File: src/rtl/pc_seq_ctrl_pkg.sv
// Shared definitions for the PC sequencing controller: FSM state encoding,
// the opcodes that steer the next-PC muxes, and the mux select values.
// Optional macro FETCH_TIMEOUT_EN adds the RETRY state.
package pc_seq_ctrl_pkg;

  localparam logic [2:0] ST_RST_ENC   = 3'd0;
  localparam logic [2:0] ST_FETCH_ENC = 3'd1;
  localparam logic [2:0] ST_EXEC_ENC  = 3'd2;
  localparam logic [2:0] ST_HALT_ENC  = 3'd3;
  localparam logic [2:0] ST_RETRY_ENC = 3'd4;

`ifdef FETCH_TIMEOUT_EN
  typedef enum logic [2:0] {
    S_RST   = ST_RST_ENC,
    S_FETCH = ST_FETCH_ENC,
    S_EXEC  = ST_EXEC_ENC,
    S_HALT  = ST_HALT_ENC,
    S_RETRY = ST_RETRY_ENC
  } state_t;
`else
  typedef enum logic [2:0] {
    S_RST   = ST_RST_ENC,
    S_FETCH = ST_FETCH_ENC,
    S_EXEC  = ST_EXEC_ENC,
    S_HALT  = ST_HALT_ENC
  } state_t;
`endif

  localparam logic [6:0] OP_JAL    = 7'b1101111;
  localparam logic [6:0] OP_JALR   = 7'b1100111;
  localparam logic [6:0] OP_BRANCH = 7'b1100011;

  // PC_sel: PC+increment vs register target; INC_sel: offset vs constant 4
  localparam logic SEL_INC = 1'b1;
  localparam logic SEL_RA  = 1'b0;
  localparam logic INC_OFF = 1'b1;
  localparam logic INC_4   = 1'b0;

endpackage

File: src/rtl/pc_seq_ctrl_next_pc_sel_dec.sv
// Purely combinational next-PC source decoder: opcode and branch outcome
// to PC/increment mux selects. Kept separate so a pipelined front end can
// reuse it directly.
module next_pc_sel_dec
  import pc_seq_ctrl_pkg::*;
(
  input  logic [6:0] opcode,
  input  logic       br_taken,
  output logic       pc_sel,
  output logic       inc_sel
);

  // JAL and taken branches add the offset; JALR jumps to the register target
  always_comb begin
    pc_sel  = SEL_INC;
    inc_sel = INC_4;
    if (opcode == OP_JAL) begin
      inc_sel = INC_OFF;
    end else if (opcode == OP_JALR) begin
      pc_sel = SEL_RA;
    end else if ((opcode == OP_BRANCH) && br_taken) begin
      inc_sel = INC_OFF;
    end
  end

endmodule

File: src/rtl/pc_seq_ctrl.sv
// Fetch/execute sequencer for the instruction-address datapath.
// Optional macro FETCH_TIMEOUT_EN: bounded fetch wait with fetch_err pulse
// and a one-cycle RETRY that drops the request before refetching.
//
// state | meaning
// RST   | reset landing state, all strobes idle
// FETCH | imem_req high, waiting for imem_rdy
// EXEC  | instruction executing; PC updated on the first non-stall cycle
// HALT  | stopped after retirement while halt_req stays high
// RETRY | request dropped for one cycle after a fetch timeout
module pc_seq_ctrl
  import pc_seq_ctrl_pkg::*;
#(
  parameter int CNT_W   = 32,
  parameter int TIMEOUT = 64
) (
  input  logic             clk,
  input  logic             rst_n,
  output logic             imem_req,
  input  logic             imem_rdy,
  output logic             ir_load,
  input  logic [6:0]       opcode,
  input  logic             br_taken,
  input  logic             stall,
  input  logic             halt_req,
  output logic             ex_valid,
  output logic             PC_en,
  output logic             PC_sel,
  output logic             INC_sel,
  output logic             halted,
  output logic             fetch_err,
  output logic [CNT_W-1:0] retire_cnt
);

  state_t state;
  state_t state_nxt;
  logic   dec_pc_sel;
  logic   dec_inc_sel;
  logic   to_hit;

  next_pc_sel_dec u_dec (
    .opcode   (opcode),
    .br_taken (br_taken),
    .pc_sel   (dec_pc_sel),
    .inc_sel  (dec_inc_sel)
  );

`ifdef FETCH_TIMEOUT_EN
  localparam int TO_W = $clog2(TIMEOUT + 1);
  logic [TO_W-1:0] to_cnt;

  // Fetch wait counter: counts unready FETCH cycles, cleared whenever we leave FETCH
  always_ff @(posedge clk) begin
    if (!rst_n) begin
      to_cnt <= '0;
    end else if ((state == S_FETCH) && !imem_rdy) begin
      to_cnt <= to_cnt + TO_W'(1);
    end else begin
      to_cnt <= '0;
    end
  end

  // This unready cycle is the one that brings the count to TIMEOUT
  assign to_hit = (to_cnt == TO_W'(TIMEOUT - 1));
`else
  logic unused_timeout;
  assign unused_timeout = (TIMEOUT > 0);
  assign to_hit = 1'b0;
`endif

  // State register
  always_ff @(posedge clk) begin
    if (!rst_n) begin
      state <= S_RST;
    end else begin
      state <= state_nxt;
    end
  end

  // Next state and Mealy outputs
  always_comb begin
    state_nxt = state;
    imem_req  = 1'b0;
    ir_load   = 1'b0;
    ex_valid  = 1'b0;
    PC_en     = 1'b0;
    PC_sel    = SEL_INC;
    INC_sel   = INC_4;
    halted    = 1'b0;
    fetch_err = 1'b0;
    case (state)
      S_RST: begin
        state_nxt = S_FETCH;
      end
      S_FETCH: begin
        imem_req = 1'b1;
        if (imem_rdy) begin
          ir_load   = 1'b1;
          state_nxt = S_EXEC;
        end else if (to_hit) begin
          fetch_err = 1'b1;
`ifdef FETCH_TIMEOUT_EN
          state_nxt = S_RETRY;
`endif
        end
      end
      S_EXEC: begin
        ex_valid = 1'b1;
        if (!stall) begin
          PC_en     = 1'b1;
          PC_sel    = dec_pc_sel;
          INC_sel   = (dec_pc_sel == SEL_RA) ? INC_4 : dec_inc_sel;
          state_nxt = halt_req ? S_HALT : S_FETCH;
        end
      end
      S_HALT: begin
        halted = 1'b1;
        if (!halt_req) begin
          state_nxt = S_FETCH;
        end
      end
`ifdef FETCH_TIMEOUT_EN
      S_RETRY: begin
        state_nxt = S_FETCH;
      end
`endif
      default: begin
        state_nxt = S_RST;
      end
    endcase
  end

  // Retired-instruction counter, bumped on each PC update; wraps naturally
  always_ff @(posedge clk) begin
    if (!rst_n) begin
      retire_cnt <= '0;
    end else if (PC_en) begin
      retire_cnt <= retire_cnt + CNT_W'(1);
    end
  end

endmodule

File: config.mk
export PLATFORM = sky130hd
export DESIGN_NAME = pc_seq_ctrl
export DESIGN_NICKNAME = d
export VERILOG_FILES = /design/src/rtl/pc_seq_ctrl_pkg.sv /design/src/rtl/pc_seq_ctrl_next_pc_sel_dec.sv /design/src/rtl/pc_seq_ctrl.sv
export SDC_FILE = /design/constraint.sdc
export NUM_CORES = 1
export LEC_CHECK = 0
export CELL_PAD_IN_SITES_DETAIL_PLACEMENT = 0
export CELL_PAD_IN_SITES_GLOBAL_PLACEMENT = 1
export CORE_MARGIN = 2
export CORE_UTILIZATION = 37
export DETAILED_ROUTE_END_ITERATION = 16
export PLACE_DENSITY = 0.86
export SLEW_MARGIN = 40
export SYNTH_ARGS = -nofsm -noshare
export SYNTH_HDL_FRONTEND = slang
export SYNTH_SLANG_ARGS = --single-unit
File: constraint.sdc
create_clock -name clk -period 5.38 [get_ports clk]
set_input_delay 1.076 -clock clk [delete_from_list [all_inputs] [get_ports clk]]
set_output_delay 1.076 -clock clk [all_outputs]
set_load 0.01 [all_outputs]
==> impl_metrics.ini <==
[timing]
hold_violations = 0
fmax_mhz = 231
setup_ws_ps = 1050
tns_ps = 0
setup_viol = 0
relSlewSlack = 0.604
fin_crit_ps = 4330
min_period_over_period = 0.804
grt_setup_unrepaired = false
slew_viol_final = 0
worstMarginPinSlew_ps = 593
finalClockSkew_ps = 8.80

[global_routing]
grt_pass1_vias = 1392
grt.total_usage = 0.151
antenna_found_initial = 0
grt_pass1_wl_um = 6270
grt_overflow_total = 0
grt_max_degree = 35

[synth]
synth.area.top_cells = dfxtp_1 (39%), a21boi_0 (6.8%), or4_1 (3.8%), o21ai_0 (3.4%), o31ai_1 (3.4%)
syn_nets = 213
ys_seq_area_frac = 0.387
ys.flop_type = dfxtp_1
ys_async_sr_fraction = 0
yosysUniqueCellTypes = 44
netlist_area_um2 = 1760
yosys.area.top_type = dfxtp_1
synth.top_cell.area_share = 0.387
syn_area_per_cell_um2 = 8.83
synthTopCellsByCount = dfxtp_1 (34), a21boi_0 (16), nand2_1 (15)
syn_inst = 199
synth_warnings = 0
synth_edf_count = 0
synth_seq_cells = 34
yosysMostFrequentCell = dfxtp_1

[placement]
dpl_worst_slack_ps = 1040
dp_hpwl_um = 2660
portBuffers = 51
gp_congestion = 0.783

[power_and_ir_drop]
power.density_nw_per_um2 = 201
p_total_w = 0.000474
power_frac_seq = 0.539
p_switching_w = 0.000101
power.internal_w = 0.000373
p_sw_frac = 0.212
clock_power_share = 0.404
ir_drop_uv = 158
p_leak_nw = 0.791
combPwrFrac = 0.057

[setup_path]
cp.buffers_inverters = 2
reg2reg_from = retire_cnt[0]$_SDFFE_PN0P_
r2r_slack_ps = 3000
startpoint_type = input pin
cp_num_cells = 5
cp.arrival_ps = 3250
crit_slowest_cell = nor3b_1
critPathLaunch = stall
crit_type = in2out
r2r_cells = 5
worstSetupEndpoint = PC_sel
crit_chain = clkdlybuf4s50_1 > nor3b_1 > nand3_1 > or3b_2 > clkdlybuf4s50_1
crit_path_end_kind = output port
worst-path-max-fanout = 6
worstPathRequired_ps = 4300
slowest_delay_ps = 540
timing.rr.end = retire_cnt[30]$_SDFFE_PN0P_
cpLargestDelayFamily = simple AND/OR/NAND/NOR gates
cpMostUsedCell = clkdlybuf4s50_1

[cts]
cts_max_level = 2
cts.sinks = 34
root_buffer = clkbuf_8
clk_pin_slew_ps = 70
cts_tree = yes
cts_buffers = 5
cts.repair.resized = 0
clock_path_buffers = 2
clk_latency_ps = 280
post_cts_buffers = 0
hold_buffers = 0

[route]
drtAntennaViolNets = 0
wl_per_cell_um = 12.7
viasPerCell = 5.27
wl_um = 3850
drc_errors = 0
vias = 1591
drt-initial-drc-count = 78
dr.pass1.iters = 4

[final_layout]
diodes = 0
area_delta_synth_final_pct = 34.3
final_util = 0.506
layout-drive-gt1-share = 0.0887
num-nets-final = 261

[worst_hold_path]
hp-class = reg2reg

[floorplan]
die_w_um = 72.9
io_pins = 53
dieArea_um2 = 5320
die_h_um = 72.9
core_area_um2 = 4660
num_rows = 25
start_util = 0.377

[flow_run]
maxCapViolCount = 0

[run_status]
status = finished clean
## state kept, by name, summed over array words and instances, names as in the netlist
register    flops
retire_cnt     32
state           2
## layout by cell type (no fill, tap or decap), types with 2 or more instances in the layout
cell type        synthesis  layout
nand2_1                 15      15
o31a_1                   2       2
inv_1                    8       8
nor2b_1                  2       2
o31ai_1                  8       8
nand4_1                  7       7
or3_2                    6       6
xor2_1                   6       6
a21boi_1                 4       4
nor3_1                   3       3
nor4_1                   7       7
o21a_1                   3       3
a21boi_0                16      16
xnor2_1                  4       4
or4_1                    9       9
and2_1                   9       9
clkbuf_8                 1       6
or3_1                    6       6
clkdlybuf4s50_1          0      50
o21ai_0                 12      12
nand3_1                  9       9
dfxtp_1                 34      34
## worst min-delay path by stage
stage	from	end	slack, ps	cells after the start
5_1_grt	retire_cnt[29]$_SDFFE_PN0P_	retire_cnt[29]$_SDFFE_PN0P_	520	2
3_5_place_dp	retire_cnt[29]$_SDFFE_PN0P_	retire_cnt[29]$_SDFFE_PN0P_	480	2
4_1_cts	retire_cnt[29]$_SDFFE_PN0P_	retire_cnt[29]$_SDFFE_PN0P_	490	2
3_3_place_gp	retire_cnt[31]$_SDFFE_PN0P_	retire_cnt[31]$_SDFFE_PN0P_	470	2
2_1_floorplan	retire_cnt[31]$_SDFFE_PN0P_	retire_cnt[31]$_SDFFE_PN0P_	490	2
6_report	retire_cnt[31]$_SDFFE_PN0P_	retire_cnt[31]$_SDFFE_PN0P_	490	2
## area by class of cell
cell class | instances | area, um^2
sequential | 34 | 681
tap | 54 | 67.6
clock inverter | 1 | 5.00
clock buffer | 7 | 86.3
multi-input combinational | 147 | 985
timing repair buffer | 51 | 505
fill | 446 | 2300
inverter | 8 | 30.0
## cell families (layout without fill, tap and decap cells)
logic type | after synthesis | after routing | synth area share
AOI/OAI and AO/OA | 47 | 47 | 0.185
xor gates and xnor gates | 10 | 10 | 0.0499
buffers and inverters | 18 | 67 | 0.0520
other | 1 | 1 | 0.00213
adders and majority gates | 1 | 1 | 0.00712
and+or+nand+nor | 88 | 88 | 0.316
DFF | 34 | 34 | 0.387
## power by group through the flow
stage | clock network, W | registers [W] | logic (W)
2_1_floorplan | 0 | 0.000260 | 0.0000121
3_3_place_gp | 0 | 0.000261 | 0.0000277
3_5_place_dp | 0 | 0.000261 | 0.0000272
4_1_cts | 0.000199 | 0.000255 | 0.0000273
5_1_grt | 0.000209 | 0.000255 | 0.0000295
6_report | 0.000192 | 0.000255 | 0.0000269
## routing by layer
layer | global-route usage | vias to the layer above | wire length, um
li1 | - | 828 | -
met1 | 0.186 | 727 | 1870
met2 | 0.247 | 32 | 1790
met3 | 0.0539 | 4 | 152
met4 | 0.0432 | 0 | 35
met5 | 0 | - | 0
## through the flow
step           hold WS [ps]  cell area, um^2  instances
6_report                494             2360        302
5_1_grt                 525             2360        302
4_1_cts                 495             2360        302
3_5_place_dp            484             2270        294
3_3_place_gp            465             2270        294
2_1_floorplan           495             1760        199
## worst register-to-register path: cells and delay by family, from the launching register on
kind,cells,cell delay [ps]
DFF,1,390
adders and majority gates,1,190
and+or+nand+nor,3,1590
AOI/OAI and AO/OA,1,140
(Power assumes the default switching activity.)
